`src/rtl/ntru_pkg.sv`:
```
// Shared types and constants for the NTRU-HRSS S3 trit unpacking datapath.
package ntru_pkg;

  localparam int N_TRITS_DEFAULT = 700;
  localparam int TRITS_PER_BYTE  = 5;
  localparam int MAX_PACKED_BYTE = 242;

  typedef logic [1:0] trit_t;

  typedef enum logic [1:0] {
    IDLE,
    LOAD,
    EMIT,
    DONE
  } unpack_state_t;

endpackage

```
`src/rtl/div3_u8.sv`:
```
// Combinational 8-bit divide-by-3 with remainder.
// floor(x*171/512) equals floor(x/3) for every 8-bit x, so the quotient is a
// single constant multiply and shift; the remainder is x - 3*q.
module div3_u8 (
  input  logic [7:0] dividend,
  output logic [6:0] quotient,
  output logic [1:0] remainder
);

  assign quotient  = 7'((16'(dividend) * 16'd171) >> 9);
  assign remainder = 2'(dividend - ({1'b0, quotient} + {quotient, 1'b0}));

endmodule

```
`src/rtl/bit8_to_trit5_unpacker.sv`:
```
// Unpacks base-3 packed bytes (5 trits per byte, LSD first) into a trit
// stream for the decapsulation-side polynomial loaders. Malformed encodings
// (byte > 242, or non-zero unused digits in the final partial byte) set a
// sticky err flag that only start clears.
//
// state | meaning
// IDLE  | waiting for start after reset
// LOAD  | waiting for the next packed byte
// EMIT  | presenting v mod 3; reloads back-to-back at the byte boundary
// DONE  | all N_TRITS trits delivered; waits for start
module bit8_to_trit5_unpacker
  import ntru_pkg::*;
#(
  parameter int N_TRITS = N_TRITS_DEFAULT
) (
  input  logic       clk,
  input  logic       rst,
  input  logic       start,
  input  logic       in_valid,
  input  logic [7:0] in_byte,
  output logic       in_ready,
  output logic       out_valid,
  output logic [1:0] out_trit,
  input  logic       out_ready,
  output logic       out_last,
  output logic       busy,
  output logic       done,
  output logic       err
);

  localparam int CNT_W = $clog2(N_TRITS + 1);
  localparam logic [CNT_W-1:0] LAST_IDX = CNT_W'(N_TRITS - 1);
  localparam logic [2:0] LAST_DIG = 3'(TRITS_PER_BYTE - 1);

  unpack_state_t    state, state_nxt;
  logic [7:0]       v, v_nxt;
  logic [2:0]       dig_cnt, dig_nxt;
  logic [CNT_W-1:0] trit_cnt, trit_nxt;
  logic             err_nxt;

  logic [6:0] q;
  trit_t      r;
  logic       is_last;
  logic       is_bnd;
  logic       bad_byte;

  div3_u8 u_div3 (
    .dividend  (v),
    .quotient  (q),
    .remainder (r)
  );

  // Next-state, datapath update and handshake outputs; start overrides all.
  always_comb begin
    state_nxt = state;
    v_nxt     = v;
    dig_nxt   = dig_cnt;
    trit_nxt  = trit_cnt;
    err_nxt   = err;
    in_ready  = 1'b0;
    out_valid = 1'b0;
    out_trit  = '0;
    out_last  = 1'b0;
    busy      = 1'b0;
    done      = 1'b0;
    is_last   = (trit_cnt == LAST_IDX);
    is_bnd    = (dig_cnt == LAST_DIG);
    bad_byte  = (in_byte > 8'(MAX_PACKED_BYTE));

    case (state)
      IDLE: begin
      end
      LOAD: begin
        busy     = 1'b1;
        in_ready = 1'b1;
        if (in_valid) begin
          v_nxt     = in_byte;
          dig_nxt   = '0;
          state_nxt = EMIT;
          if (bad_byte) err_nxt = 1'b1;
        end
      end
      EMIT: begin
        busy      = 1'b1;
        out_valid = 1'b1;
        out_trit  = r;
        out_last  = is_last;
        // zero-bubble reload: take the next byte in the same cycle the
        // fifth digit leaves, but only when the consumer is taking it
        if (is_bnd && !is_last) in_ready = out_ready;
        if (out_ready) begin
          v_nxt    = {1'b0, q};
          dig_nxt  = dig_cnt + 3'd1;
          trit_nxt = trit_cnt + CNT_W'(1);
          // leftover high digits mean the byte was not a valid encoding
          if ((is_last || is_bnd) && (q != '0)) err_nxt = 1'b1;
          if (is_last) begin
            state_nxt = DONE;
          end else if (is_bnd) begin
            if (in_valid) begin
              v_nxt   = in_byte;
              dig_nxt = '0;
              if (bad_byte) err_nxt = 1'b1;
            end else begin
              state_nxt = LOAD;
            end
          end
        end
      end
      DONE: begin
        done = 1'b1;
      end
      default: begin
        state_nxt = IDLE;
      end
    endcase

    if (start) begin
      state_nxt = LOAD;
      v_nxt     = '0;
      dig_nxt   = '0;
      trit_nxt  = '0;
      err_nxt   = 1'b0;
    end
  end

  // State, value and counter registers.
  always_ff @(posedge clk or negedge rst) begin
    if (!rst) begin
      state    <= IDLE;
      v        <= '0;
      dig_cnt  <= '0;
      trit_cnt <= '0;
      err      <= 1'b0;
    end else begin
      state    <= state_nxt;
      v        <= v_nxt;
      dig_cnt  <= dig_nxt;
      trit_cnt <= trit_nxt;
      err      <= err_nxt;
    end
  end

endmodule

```
`config.mk`:
```
export PLATFORM = sky130hd
export DESIGN_NAME = bit8_to_trit5_unpacker
export DESIGN_NICKNAME = d
export VERILOG_FILES = /design/src/rtl/ntru_pkg.sv /design/src/rtl/div3_u8.sv /design/src/rtl/bit8_to_trit5_unpacker.sv
export SDC_FILE = /design/constraint.sdc
export NUM_CORES = 1
export LEC_CHECK = 0
export CAP_MARGIN = 20
export CORE_ASPECT_RATIO = 1.4
export CORE_MARGIN = 2
export CORE_UTILIZATION = 50
export DETAILED_ROUTE_END_ITERATION = 8
export PLACE_DENSITY = 0.7
export SETUP_SLACK_MARGIN = 0.5
export SLEW_MARGIN = 20
export SYNTH_ARGS = -nofsm -noshare
export SYNTH_HDL_FRONTEND = slang
export SYNTH_SLANG_ARGS = --single-unit
```
`constraint.sdc`:
```
create_clock -name clk -period 13.45 [get_ports clk]
set_input_delay 2.69 -clock clk [delete_from_list [all_inputs] [get_ports clk]]
set_output_delay 2.69 -clock clk [all_outputs]
set_load 0.02 [all_outputs]
```
==> out/metrics.yaml, run 1 <==
die:
  fp.coreArea_mm2: 0.00508
  num_io_pins: 21
  core.rowCount: 31
  fp.dieH_um: 89.4
  initial_core_util_pct: 51.2
  fp.dieW_um: 65.0
  dieArea_mm2: 0.00581
clock_tree:
  clock-sinks: 24
  cts_tree: "yes"
  clock-root-buffer: "clkbuf_8"
  cts_inserted_buffers: 3
  cts_max_path_buffers: 2
  ctsResizeCount: 0
  clock_latency_ns: 0.28
  cts_hold_buffers: 0
  ctsHtreeMaxLevel: 1
  cts_setup_buffers: 0
  clkSlewWorstSetupHoldPaths_ns: 0.09
setup_path:
  cp-start-kind: "flop"
  crit_fanout: 5
  worstSetupStartpoint: "v[0]$_DFFE_PN0P_"
  r2r-end: "err$_DFFE_PN0P_"
  r2r-start: "v[1]$_DFFE_PN0P_"
  r2r_cells: 11
  r2r_slack_ns: 9.06
  required_ns: 10.76
  critPathCaptureType: "output pin"
  critPathKind: "reg2out"
  worstPathArrival_ns: 5.10
timing:
  post-route-period-util_pct: 57.9
  tns_ns: 0
  tightest_slew_ns: 0.672
  maxSlewViolCount: 0
  setup_viol: 0
  slew_headroom_pct: 55.1
  rsz0062_at_grt: "no"
  finClkSkew_ns: 0.00432
  fmax_mhz: 128
  timing.hold.ws_ns: 0.528
  finalCriticalPeriod_ns: 7.79
  hold_viol: 0
routing:
  top_layer: "met4"
  via_per_inst: 5.48
  routed_wl_mm: 5.41
  ant_nets: 0
  first_iter_violations: 41
  route.met3.wl_um: 66
  wl_met1_mm: 2.27
  remaining_drc_errors: 0
  wl_met2_mm: 2.92
  wl_per_cell_um: 14.6
  drt_first_pass_iters: 4
  vias: 2027
placed_design:
  portBuffers: 20
  place_hpwl_mm: 4.46
  gp_congestion: 0.892
layout:
  fin_nets: 381
  nFillCells: 467
  n_antenna_cell: 0
  final_common_cell: "ha_1"
  area_growth_pct: 13.4
  drive_above_1_share_pct: 5.26
  final_cell_mix: "ha_1 (51), inv_1 (44), dfrtp_1 (24)"
grt:
  grt_pass1_wl_mm: 9.75
  grt_overflow_total: 0
  grt_max_degree: 25
  antenna_found_initial: 0
  grt_pass1_vias: 2150
  grt_use_total_pct: 21.6
min_path:
  whs_endpoint: "dig_cnt[1]$_DFFE_PN0P_"
  hp-start: "dig_cnt[1]$_DFFE_PN0P_"
  hold_path_class: "reg2reg"
  worstHoldPathCells: 2
yosys:
  syn-num-nets: 359
  syn_area_mm2: 0.00260
  ys_warn_count: 0
  syn_avg_cell_area_um2: 9.20
  synth_seq_area_share_pct: 23.1
  ys_seq_elements: 24
  synthDistinctLibCells: 45
  netlist_instances: 283
status:
  status: "finished, final reports clean"
flow_run:
  max_cap_viol_count: 0
==> registers in the layout, indices dropped and copies added, names as in the netlist <==
| register | flops |
|---|---|
| trit_cnt | 10 |
| v | 8 |
| dig_cnt | 3 |
| state | 2 |
| err | 1 |
==> cells in the mapped netlist, drive strengths merged <==
cell type | n | area [µm²]
nor2 | 18 | 67.6
a21o | 2 | 15.0
o21bai | 1 | 7.51
mux2i | 3 | 30.0
nand4 | 2 | 12.5
o211ai | 4 | 30.0
and2 | 5 | 31.3
ha | 51 | 638
a311oi | 1 | 8.76
dfrtp | 24 | 601
a31oi | 4 | 31.3
o211a | 2 | 20.0
or2 | 3 | 18.8
nor4bb | 1 | 10.0
xor2 | 10 | 87.6
a22o | 3 | 26.3
o32ai | 1 | 8.76
mux2 | 1 | 11.3
a211oi | 1 | 7.51
and4b | 1 | 11.3
a22oi | 1 | 7.51
nand2 | 23 | 86.3
and3 | 2 | 12.5
buf | 1 | 5.00
a2111oi | 2 | 30.0
o2111a | 1 | 11.3
o31ai | 3 | 36.3
clkbuf | 4 | 15.0
inv | 44 | 165
a21oi | 9 | 45.0
fa | 12 | 240
xnor2 | 8 | 70.1
a32oi | 1 | 8.76
nand3 | 6 | 30.0
nand2b | 5 | 31.3
o21ai | 15 | 75.1
nor3 | 2 | 10.0
a221o | 2 | 20.0
a31o | 2 | 17.5
or3 | 1 | 6.26
nor4 | 1 | 6.26
==> cells by family (layout without fill, tap and decap cells) <==
kind of cell | after synthesis | in the layout | share of synthesized area, %
AO/OA/AOI/OAI | 55 | 55 | 15.6
XOR/XNOR | 18 | 18 | 6.05
adder cells (fa/ha/maj) | 63 | 63 | 33.7
buffers and inverters | 49 | 70 | 7.11
flip-flops | 24 | 24 | 23.1
multiplexers | 4 | 4 | 1.59
AND/OR/NAND/NOR | 70 | 70 | 12.8
==> routing by layer <==
layer | vias up | track usage, %
met4 | 0 | 9.09
met2 | 23 | 41.4
met1 | 975 | 24.6
li1 | 1018 | -
met5 | - | 0
met3 | 11 | 1.26
==> through the flow <==
| step | util, % | instance area [µm²] | cells | worst slack [ns] |
|---|---|---|---|---|
| 2_1_floorplan | - | 2600 | 283 | 6.69 |
| 3_3_place_gp | 56.7 | 2880 | 366 | 6.07 |
| 3_5_place_dp | 56.7 | 2880 | 366 | 5.96 |
| 4_1_cts | 58.1 | 2950 | 370 | 5.63 |
| 5_1_grt | 58.1 | 2950 | 370 | 5.35 |
| 6_report | 58.1 | 2950 | 370 | 5.66 |
==> cell type report <==
class                           count  area (µm²)  share of cell area [%]
Inverter                           44         165                    5.59
Timing Repair Buffer               22         215                    7.29
Multi-Input combinational cell    210        1820                    61.6
Sequential cell                    24         601                    20.3
Tap cell                           66        82.6                    2.80
Clock inverter                      1        30.0                    1.02
Clock buffer                        3        41.3                    1.40
==> how the worst max path moves through the flow <==
stage | end | cells past startpoint
after floorplan | out_trit[0] | 16
after global placement | out_trit[0] | 17
after detailed placement | out_trit[0] | 17
after CTS | out_trit[0] | 17
after global routing | out_trit[1] | 17
final | out_trit[0] | 17
==> critical path, stage by stage, from the launching register on <==
cell	delay [ns]
dfrtp_1	0.43
ha_1	0.35
ha_1	0.30
fa_1	0.50
inv_1	0.05
fa_1	0.53
inv_1	0.04
ha_1	0.21
a2111oi_2	0.27
o21ai_1	0.22
a31oi_1	0.26
xnor2_1	0.19
ha_1	0.29
inv_1	0.06
ha_1	0.23
xor2_1	0.14
and2_1	0.13
clkdlybuf4s50_1	0.60
Power of run 1 is left out: the tool's default activity adds up to more than one toggle a clock period on the data nets, which glitch-free logic cannot reach.
==> run 2, diff against run 1 <==
--- a/config.mk
+++ b/config.mk
@@ -10,7 +10,7 @@
 export CORE_MARGIN = 2
 export CORE_UTILIZATION = 50
 export DETAILED_ROUTE_END_ITERATION = 8
-export PLACE_DENSITY = 0.7
+export PLACE_DENSITY = 0.73
 export SETUP_SLACK_MARGIN = 0.5
 export SLEW_MARGIN = 20
 export SYNTH_ARGS = -nofsm -noshare
==> constraint.sdc (replaced) <==
create_clock -name clk -period 6.3 [get_ports clk]
set_input_delay 1.26 -clock clk [delete_from_list [all_inputs] [get_ports clk]]
set_output_delay 1.26 -clock clk [all_outputs]
set_load 0.02 [all_outputs]
==> run 2 against run 1 <==
Compared with the run above: sequential share of layout area is 0.83 points lower; hold slack better by 0.012 ns; critical path depth stayed put; critical path type unchanged.
==> out/metrics.yaml, run 2 (same netlist as run 1, synthesis figures left out) <==
die:
  fp.dieW_um: 65.0  # unchanged
  dieArea_mm2: 0.00581  # unchanged
  initial_core_util_pct: 51.2  # unchanged
  num_io_pins: 21  # unchanged
  fp.dieH_um: 89.4  # unchanged
  fp.coreArea_mm2: 0.00508  # unchanged
  core.rowCount: 31  # unchanged
clock_tree:
  cts_max_path_buffers: 2  # unchanged
  clkSlewWorstSetupHoldPaths_ns: 0.09  # about the same
  cts_hold_buffers: 0  # unchanged
  clock-sinks: 24  # unchanged
  clock_latency_ns: 0.27  # about the same
  cts_tree: "yes"
  cts_inserted_buffers: 3  # unchanged
  clock-root-buffer: "clkbuf_8"
  ctsHtreeMaxLevel: 1  # unchanged
grt:
  grt_overflow_total: 0  # unchanged
  antenna_found_initial: 0  # unchanged
  grt_pass1_vias: 2131  # -0.88%
  grt_use_total_pct: 21.7  # +0.14 points
  grt_pass1_wl_mm: 9.72  # -0.35%
  grt_max_degree: 25  # unchanged
routing:
  vias: 2089  # +3.1%
  via_per_inst: 5.56  # +1.4%
  drt_first_pass_iters: 4  # unchanged
  remaining_drc_errors: 0  # unchanged
  wl_per_cell_um: 14.9  # +1.6%
  first_iter_violations: 55  # +34%
  ant_nets: 0  # unchanged
  routed_wl_mm: 5.59  # +3.2%
timing:
  setup_viol: 0  # unchanged
  rsz0062_at_grt: "no"
  hold_viol: 0  # unchanged
  slew_headroom_pct: 54.5  # -0.62 points
  maxSlewViolCount: 0  # unchanged
  fmax_mhz: 179
  finalCriticalPeriod_ns: 5.59
  tns_ns: 0  # unchanged
  tightest_slew_ns: 0.681  # +0.00921 ns
  post-route-period-util_pct: 88.7
  finClkSkew_ns: 0.00398  # -0.000335 ns
setup_path:
  r2r-start: "v[3]$_DFFE_PN0P_"
  slowest_delay_ns: 0.53  # -0.07 ns
  cp_cell_sequence: "ha_4, ha_1, fa_1, inv_1, fa_1, inv_1, ha_2, a2111oi_4, o21ai_2, a31oi_2, xnor2_2, ha_1, inv_1, ha_1, xor2_1, and2_1, buf_4"
  critPathKind: "reg2out"
  crit_fanout: 3  # -2
  required_ns: 5.04  # -5.72 ns
  slowest_stage: "fa_1"
  cp-start-kind: "flop"
  worstPathArrival_ns: 4.33  # -0.77 ns
  critPathCaptureType: "output pin"
  worstSetupStartpoint: "v[2]$_DFFE_PN0P_"
layout:
  final_cell_mix: "ha_1 (48), inv_1 (44), nand2_1 (23), dfrtp_1 (23), nor2_1 (18)"
  largest_reg_flops: 10  # unchanged
  regMostFlops: "trit_cnt"
  instances_no_fill: 376  # +1.6%
  nFillCells: 465  # -0.43%
  n_antenna_cell: 0  # unchanged
  area_growth_pct: 18.5
  largestRegisters: "trit_cnt (10), v (8), dig_cnt (3)"
  final_common_cell: "ha_1"
  fin_nets: 387  # +1.6%
  drive_above_1_share_pct: 11.9  # +6.7 points
flow_run:
  max_cap_viol_count: 0  # unchanged
placed_design:
  dp_cells: 365  # -0.27%
  place_hpwl_mm: 4.41  # -1.2%
  portBuffers: 20  # unchanged
  gp_congestion: 0.885  # -0.78%
status:
  status: "finished, final reports clean"
min_path:
  hp-start: "dig_cnt[0]$_DFFE_PN0P_"
  hold_path_class: "reg2reg"
run 2: worst max-delay path, delay by kind of cell, from the launching register on:
| kind | cells | cell delay (ns) |
|---|---|---|
| buffers and inverters | 4 | 0.29 |
| XOR/XNOR | 2 | 0.27 |
| flip-flops | 1 | 0.42 |
| AND/OR/NAND/NOR | 1 | 0.15 |
| AO/OA/AOI/OAI | 3 | 0.55 |
| adder cells (fa/ha/maj) | 7 | 2.36 |
run 2: area by class of cell:
type | instances | area (µm²) | share of cell area [%]
Clock buffer | 3 | 41.3 | 1.34
Multi-Input combinational cell | 210 | 1920 | 62.1
Clock inverter | 1 | 30.0 | 0.974
Tap cell | 66 | 82.6 | 2.68
Timing Repair Buffer | 28 | 248 | 8.03
Inverter | 44 | 165 | 5.35
Sequential cell | 24 | 602 | 19.5
run 2: path summary, 6_finish.rpt:
check | end | slack [ns] | cells after the start
worst max-delay path | out_trit[0] | 0.71 | 17
worst min-delay path | dig_cnt[0]$_DFFE_PN0P_ | 0.54 | 1
worst max register to register | err$_DFFE_PN0P_ | 2.00 | 11
worst min register to register | dig_cnt[0]$_DFFE_PN0P_ | 0.54 | 1
max in group asynchronous | v[3]$_DFFE_PN0P_ | 4.92 | 1
min in group asynchronous | state[1]$_DFFE_PN0P_ | 0.97 | 1
run 2: per-stage QoR:
stage	instance area (µm²)	setup WS (ns)	hold slack, ns	utilization, %
CTS	3010	0.520	0.538	59.1
global placement	2870	0.333	0.498	56.6
detailed placement	2870	0.218	0.518	56.5
global route	3080	0.494	0.578	60.7
finish	3080	0.714	0.539	60.7
floorplan	2600	0.974	0.475	-
run 2: repair_timing:
| action | 4_1_cts | 5_1_grt |
|---|---|---|
| pin swaps | 3 | 5 |
| setup buffers | 4 | 3 |
| endpoints found under the setup margin | 2 | 2 |
| cloned | 0 | 0 |
| gates resized for setup | 10 | 14 |
run 2: layer usage:
metal / up-vias / routed length, µm / track usage [%]
met4: 0 / 164 / 10.3
met3: 12 / 149 / 1.89
met5: - / 0 / 0
li1: 1022 / - / -
met2: 40 / 3040 / 40.5
met1: 1015 / 2230 / 24.9
Power of run 2 is left out for the same reason.
==> run 3, diff against run 2 <==
==> constraint.sdc (replaced) <==
create_clock -name clk -period 6.3 [get_ports clk]
set_input_delay 0.945 -clock clk [delete_from_list [all_inputs] [get_ports clk]]
set_output_delay 0.945 -clock clk [all_outputs]
set_load 0.02 [all_outputs]
==> run 3 against run 2 <==
Compared with the run above: critical path depth did not move; register-to-register slack lost 0.12 ns; wire length decreased by 2.7%; core utilization decreased by 2.6 points; maximum frequency increased by 1.1%; via count is 2.2% lower.
==> out/metrics.yaml, run 3 (same netlist as run 1, synthesis figures left out) <==
timing:
  rsz0062_at_grt: "no"
  tns_ns: 0  # unchanged
  setup_viol: 0  # unchanged
  hold_viol: 0  # unchanged
  slew_headroom_pct: 52.9  # -1.5 points
  tightest_slew_ns: 0.704  # +0.0228 ns
  post-route-period-util_pct: 87.7  # -0.94 points
  maxSlewViolCount: 0  # unchanged
  finClkSkew_ns: 0.00287  # -0.00111 ns
  finalCriticalPeriod_ns: 5.53  # -0.0595 ns
  fmax_mhz: 181  # +1.1%
setup_path:
  slowest_delay_ns: 0.53  # about the same
  worstPathArrival_ns: 4.58  # +0.25 ns
  cp.depth: 17  # unchanged
  required_ns: 5.35  # +0.31 ns
  crit_fanout: 5  # +2
  critPathCaptureType: "output pin"
  worstSetupStartpoint: "v[2]$_DFFE_PN0P_"
  slowest_stage: "fa_1"
  r2r_cells: 11  # unchanged
  crit_family: "adder cells"
  r2r-start: "v[1]$_DFFE_PN0P_"
  r2r_slack_ns: 1.88  # -0.12 ns
  r2r-end: "err$_DFFE_PN0P_"
  cp_cell_sequence: "ha_1, ha_1, fa_1, inv_1, fa_1, inv_1, ha_1, a2111oi_2, o21ai_2, a31oi_2, xnor2_2, ha_1, inv_1, ha_1, xor2_1, and2_1, clkbuf_2"
  worst-path-buf-inv: 4  # unchanged
  endpoint: "out_trit[0]"
  cpMostUsedCell: "ha_1"
  critPathKind: "reg2out"
  cp-start-kind: "flop"
grt:
  grt_pass1_vias: 2134  # +0.14%
  grt_use_total_pct: 21.3  # -0.42 points
  grt_pass1_wl_mm: 9.66  # -0.57%
  grt_overflow_total: 0  # unchanged
  antenna_found_initial: 0  # unchanged
  grt_max_degree: 25  # unchanged
placed_design:
  portBuffers: 20  # unchanged
  gp_congestion: 0.881  # -0.45%
  dp_cells: 364  # -0.27%
  place_hpwl_mm: 4.45  # +0.89%
die:
  num_io_pins: 21  # unchanged
  fp.dieW_um: 65.0  # unchanged
  core.rowCount: 31  # unchanged
  initial_core_util_pct: 51.2  # unchanged
  dieArea_mm2: 0.00581  # unchanged
  fp.dieH_um: 89.4  # unchanged
  fp.coreArea_mm2: 0.00508  # unchanged
routing:
  drt_first_pass_iters: 6  # +2
  wl_per_cell_um: 14.7  # -0.82%
  via_per_inst: 5.53  # -0.40%
  remaining_drc_errors: 0  # unchanged
  first_iter_violations: 53  # -3.6%
  ant_nets: 0  # unchanged
  vias: 2042  # -2.2%
  routed_wl_mm: 5.44  # -2.7%
layout:
  largestRegisters: "trit_cnt (10), v (8), dig_cnt (3)"
  largest_reg_flops: 10  # unchanged
  nFillCells: 446  # -4.1%
  instances_no_fill: 369  # -1.9%
  final_common_cell: "ha_1"
  final_cell_mix: "ha_1 (51), inv_1 (44), dfrtp_1 (24)"
  regMostFlops: "trit_cnt"
  seq_area_um2: 601  # -0.21%
  area_growth_pct: 13.5
  n_antenna_cell: 0  # unchanged
  multi_input_area_mm2: 0.00184  # -3.9%
  drive_above_1_share_pct: 7.26  # -4.7 points
  fin_nets: 380  # -1.8%
clock_tree:
  clock-sinks: 24  # unchanged
  clkSlewWorstSetupHoldPaths_ns: 0.09  # about the same
  cts_tree: "yes"
  cts_hold_buffers: 0  # unchanged
  ctsHtreeMaxLevel: 1  # unchanged
  cts_inserted_buffers: 3  # unchanged
  clock-root-buffer: "clkbuf_8"
  cts_max_path_buffers: 2  # unchanged
  clock_latency_ns: 0.27  # about the same
min_path:
  hold_path_class: "reg2reg"
flow_run:
  max_cap_viol_count: 0  # unchanged
status:
  status: "finished, final reports clean"
run 3: cell types whose count changed in the layout (fill, tap and decap cells not counted), moves of 2 or more:
cell,delta
ha_4,-2
a21oi_1,+2
buf_4,-8
a21oi_4,-2
clkbuf_2,+2
ha_1,+3
run 3: per-layer routing:
layer / vias to the layer above / global-route usage (%) / wire length (µm)
met5: - / 0 / 0
met4: 0 / 7.74 / 142
met3: 15 / 1.64 / 105
met2: 33 / 40.1 / 2940
met1: 978 / 25.2 / 2250
li1: 1016 / - / -
run 3: timing repair:
item,CTS,global route
endpoints found under the setup margin,2,2
resized for setup,3,6
buffers inserted,0,1
run 3: how the worst min path moves through the flow:
stage                           start                endpoint  slack (ns)  cells after the start
2_1_floorplan  dig_cnt[1]$_DFFE_PN0P_  dig_cnt[1]$_DFFE_PN0P_        0.48                      2
3_3_place_gp   dig_cnt[1]$_DFFE_PN0P_  dig_cnt[1]$_DFFE_PN0P_        0.50                      2
3_5_place_dp   dig_cnt[1]$_DFFE_PN0P_  dig_cnt[1]$_DFFE_PN0P_        0.50                      2
4_1_cts        dig_cnt[1]$_DFFE_PN0P_  dig_cnt[1]$_DFFE_PN0P_        0.52                      2
5_1_grt        dig_cnt[1]$_DFFE_PN0P_  dig_cnt[1]$_DFFE_PN0P_        0.60                      2
6_report       dig_cnt[1]$_DFFE_PN0P_  dig_cnt[1]$_DFFE_PN0P_        0.52                      2
run 3: cell type report:
type / instances / area share, %
sequential: 24 / 20.3
timing repair buffer: 21 / 6.52
clock buffer: 3 / 1.40
inverter: 44 / 5.59
multi-input combinational: 210 / 62.3
tap: 66 / 2.80
clock inverter: 1 / 1.02
run 3: through the flow:
step	util, %	setup WS (ns)	instance area, µm²	hold WS, ns
floorplan	-	1.29	2600	0.475
global placement	56.4	0.649	2870	0.498
detailed placement	56.3	0.534	2860	0.501
CTS	57.7	0.497	2930	0.522
global route	58.1	0.519	2950	0.600
finish	58.1	0.774	2950	0.518
run 3: worst min-delay path, stage by stage, from the launching register on:
cell and delay [ns]:
dfrtp_1 0.37, nand2_1 0.05, o21ai_0 0.06
Power of run 3 is left out for the same reason.
==> RTL change 1: new RTL, flow settings as in run 3 <==
Set the package constant `N_TRITS_DEFAULT` to 1400 (it was 700).
--- a/src/rtl/ntru_pkg.sv
+++ b/src/rtl/ntru_pkg.sv
@@ -3,3 +3,3 @@
 
-  localparam int N_TRITS_DEFAULT = 700;
+  localparam int N_TRITS_DEFAULT = 1400;
   localparam int TRITS_PER_BYTE  = 5;
Formal check against the unedited RTL: no difference found for any inputs over 4 cycles, from zero or initial values and one cycle with rst low; that may be too few to reach the edited logic, so the function may still have changed.
==> RTL change 1 against run 3 <==
Via count grew 8.2%; sequential cell count grew 1; routed wire length grew 5.4%; area after synthesis grew 6.0%; setup slack lost 0.021 ns; design area grew 3.0%.
==> RTL change 1: results (changes against run 3) <==
INFO  worst_setup_path worst-r2r-setup-slack=1.94ns [was 1.88 ns]
INFO  outcome        outcome=finished clean [unchanged]
INFO  logic_synthesis synthCells=310 [was 283]
INFO  logic_synthesis synth.area.top_cells=sky130_fd_sc_hd__ha_1 (23%), sky130_fd_sc_hd__dfrtp_1 (23%), sky130_fd_sc_hd__fa_1 (8.7%) [was sky130_fd_sc_hd__ha_1 (25%), sky130_fd_sc_hd__dfrtp_1 (23%), sky130_fd_sc_hd__fa_1 (9.2%)]
INFO  worst_setup_path reg2reg_to=err [unchanged]
INFO  grt            gr-usage-all-layers=0.2081 [was 0.2130]
INFO  worst_setup_path worst-path-max-fanout=3 [was 5]
INFO  drt            wl=5730µm [was 5438 µm]
INFO  sta            fin_skew=0.002743ns [was 0.002869 ns]
INFO  layout         layout-drive-gt1-share=0.06991 [was 0.07261]
INFO  logic_synthesis synth_common_cells=sky130_fd_sc_hd__ha_1 (51), sky130_fd_sc_hd__inv_1 (44), sky130_fd_sc_hd__dfrtp_1 (25) [was sky130_fd_sc_hd__ha_1 (51), sky130_fd_sc_hd__inv_1 (44), sky130_fd_sc_hd__dfrtp_1 (24)]
INFO  sta            actual_slew_at_the_worst_max_slew_pin=0.7990ns [was 0.7036 ns]
INFO  worst_setup_path worstReg2RegStart=v[2] [was v[1]]
INFO  place          detailedPlacementHpwl=4746µm [was 4445 µm]
INFO  sta            fin_hold_ws=0.5542ns [was 0.5179 ns]
INFO  logic_synthesis ys_seq_area_frac=0.2267 [was 0.2307]
INFO  logic_synthesis synth_fp_nets=386 [was 359]
INFO  layout         fillerInstances=509 [was 446]
INFO  drt            drtPass1Iterations=4 [was 6]
INFO  grt            grt_pass1_vias=2,278 [was 2,134]
INFO  worst_setup_path ff2ff_path_depth=17 [was 11]
INFO  layout         num-nets-final=406 [was 380]
INFO  worst_setup_path arrival_time_at_the_worst_endpoint=4.60ns [was 4.58 ns]
INFO  drt            average_routed_wire_per_standard_cell=14.43µm [was 14.74 µm]
INFO  logic_synthesis synth_cell_type_count=53 [was 45]
INFO  layout         core_utilization_of_the_finished_layout=0.5630 [was 0.5814]
INFO  place          post-place-ws=0.6726ns [was 0.5342 ns]
INFO  hold_path      hold_path_start=trit_cnt[1] [was dig_cnt[1]]
==> RTL change 1: cells by family (layout without fill, tap and decap cells) <==
group / Yosys count / in the layout / share of synthesized area
simple gates: 82 / 82 / 0.1410
compound gates: 69 / 69 / 0.1686
fa+ha+maj: 63 / 63 / 0.3182
buf+inv: 52 / 71 / 0.08341
flops: 25 / 25 / 0.2267
xor+xnor: 16 / 16 / 0.05077
mux: 3 / 3 / 0.01133
==> RTL change 1: power by group through the flow <==
stage | registers (µW) | logic (µW) | clock network [µW]
after floorplan | 186 | 375 | 0
after global placement | 191 | 461 | 0
after detailed placement | 192 | 478 | 0
after CTS | 189 | 478 | 96.2
after global routing | 189 | 547 | 103
final | 186 | 476 | 93.6
==> RTL change 1: worst max path at each step <==
| stage | startpoint | end | slack (ns) | cells after the start |
|---|---|---|---|---|
| final | v[1] | out_trit[0] | 0.75 | 15 |
| after global routing | v[3] | out_trit[1] | 0.51 | 16 |
| after CTS | v[1] | out_trit[0] | 0.69 | 15 |
| after detailed placement | v[1] | out_trit[0] | 0.67 | 15 |
| after global placement | v[1] | out_trit[0] | 0.75 | 15 |
| after floorplan | v[1] | out_trit[0] | 1.28 | 14 |
==> RTL change 1: area by class of cell <==
type | count | share of cell area
multi-input combinational | 233 | 0.6258
sequential | 25 | 0.2064
timing repair buffer | 23 | 0.07072
inverter | 44 | 0.05428
tap | 68 | 0.02796
clock buffer | 4 | 0.01480
==> RTL change 1: layer usage <==
layer / GRT usage / vias to the layer above / part of all wire
met5: 0 / - / 0
met4: 0.04422 / 0 / 0.0054
met3: 0.01350 / 4 / 0.017
met2: 0.3967 / 29 / 0.58
met1: 0.2478 / 1067 / 0.40
li1: - / 1110 / -
==> RTL change 2: new RTL, config.mk and constraints of run 3 <==
Made on the original files. The 4 states of `unpack_state_t` get a one-hot encoding in 4 bits.
--- a/src/rtl/ntru_pkg.sv
+++ b/src/rtl/ntru_pkg.sv
@@ -9,7 +9,7 @@
 
-  typedef enum logic [1:0] {
-    IDLE,
-    LOAD,
-    EMIT,
-    DONE
+  typedef enum logic [3:0] {
+    IDLE = 4'b0001,
+    LOAD = 4'b0010,
+    EMIT = 4'b0100,
+    DONE = 4'b1000
   } unpack_state_t;
Formal check against the unedited RTL: no difference found for any inputs over 4 cycles, from zero or initial values and one cycle with rst low; so few cycles prove little.
==> RTL change 2 against run 3 <==
Via count grew 11%; count of clock-buffer cells in the layout is the same; design area grew 6.9%; critical path depth shrank 1; area after synthesis grew 8.1%; global-route usage shrank 0.47 points; core utilization shrank 0.59 points; routed wire length grew 8.4%; sequential cell count grew 2; setup slack gained 0.053 ns; sequential share of layout area grew 0.36 points; critical endpoint unchanged; largest cell class unchanged.
==> RTL change 2: results (changes against run 3) <==
INFO  grt            gr-usage-met1=0.2449 [was 0.2520]
INFO  logic_synthesis synthCells=316 [was 283]
INFO  grt            gr-usage-all-layers=0.2083 [was 0.2130]
INFO  drt            wl_met2=3316µm [was 2936 µm]
INFO  hold_path      hold_path_start=trit_cnt[9] [was dig_cnt[1]]
INFO  drt            avgViaCountPerCell=5.634 [was 5.534]
INFO  logic_synthesis ys_seq_area_frac=0.2316 [was 0.2307]
INFO  logic_synthesis synth_xor_area_frac=0.04356 [was 0.06055]
INFO  drt            dr_wl_met3=54µm [was 105 µm]
INFO  logic_synthesis synth.area.top_cells=sky130_fd_sc_hd__dfrtp_1 (22%), sky130_fd_sc_hd__ha_1 (21%), sky130_fd_sc_hd__fa_1 (8.5%) [was sky130_fd_sc_hd__ha_1 (25%), sky130_fd_sc_hd__dfrtp_1 (23%), sky130_fd_sc_hd__fa_1 (9.2%)]
INFO  cts            cts.repair.resized=4 [was 3]
INFO  logic_synthesis muxShareOfSynthArea=0.007111 [was 0.01586]
INFO  logic_synthesis post_synth_adder_cell_area=0.2987 [was 0.3373]
INFO  worst_setup_path worst-path-max-fanout=8 [was 5]
INFO  logic_synthesis synth_common_cells=sky130_fd_sc_hd__ha_1 (48), sky130_fd_sc_hd__inv_1 (48), sky130_fd_sc_hd__dfrtp_1 (25), sky130_fd_sc_hd__nor2_1 (25), sky130_fd_sc_hd__nand2_1 (21) [was sky130_fd_sc_hd__ha_1 (51), sky130_fd_sc_hd__inv_1 (44), sky130_fd_sc_hd__dfrtp_1 (24)]
INFO  sta            fin_skew=0.007978ns [was 0.002869 ns]
INFO  logic_synthesis synth_compound_gate_area_share=0.1924 [was 0.1562]
INFO  place          placed_area=0.003077mm² [was 0.002861 mm²]
INFO  drt            met1Wirelength=2421µm [was 2253 µm]
INFO  logic_synthesis synth_cell_type_count=53 [was 45]
INFO  cts            worst_skew_pair.late_latency=0.27ns [about the same]
INFO  outcome        outcome=finished clean [unchanged]
INFO  logic_synthesis synth_fp_nets=389 [was 359]
INFO  grt            grt_pass1_vias=2,295 [was 2,134]
INFO  grt            grt_start_max_net_pins=27 [was 25]
INFO  place          post-place-ws=0.5091ns [was 0.5342 ns]
INFO  drt            drtPass1Iterations=4 [was 6]
INFO  layout         fin_cells=404 [was 369]
INFO  drt            average_routed_wire_per_standard_cell=14.59µm [was 14.74 µm]
INFO  layout         num-nets-final=410 [was 380]
INFO  grt            grt_pass1_wl=10,160µm [was 9660 µm]
INFO  place          detailedPlacementHpwl=4721µm [was 4445 µm]
INFO  layout         registers_with_the_highest_flip_flop_counts=trit_cnt (10), v (8), state (4) [was trit_cnt (10), v (8), dig_cnt (3)]
INFO  grt            use_met3=0.01701 [was 0.01637]
INFO  grt            met2_usage=0.3919 [was 0.4011]
INFO  layout         layout-drive-gt1-share=0.07143 [was 0.07261]
RTL change 2: cell types whose count changed after synthesis, sizes merged, moves of 4 or more:
cell,before,now
nor2b,0,4
xnor2,8,12
inv,44,48
nand2b,5,0
a211oi,1,6
nor3,2,6
nor2,18,26
o21bai,1,5
xor2,10,2
a21oi,9,20
RTL change 2: where the power goes:
group	switching [µW]	internal [µW]
registers	35.3	188
logic	379	298
clock network	53.5	85.0
total	468	572
RTL change 2: final timing paths:
kind	end	slack (ns)	cells after the start
min in group asynchronous	trit_cnt[2]	1.04	2
setup reg to reg	err	1.83	12
setup / recovery	out_trit[0]	0.83	16
max in group asynchronous	state[0]	4.96	2
hold reg to reg	trit_cnt[9]	0.54	2
hold / removal	trit_cnt[9]	0.54	2
RTL change 2: final cells by class:
class	count	area (µm²)
fillers	466	2328
inverters	48	180.2
multi-input cells	236	1962
clock inverters	1	30.03
flip-flops and latches	26	653.1
repair buffers	22	205.2
well taps	68	85.08
clock buffers	3	41.29
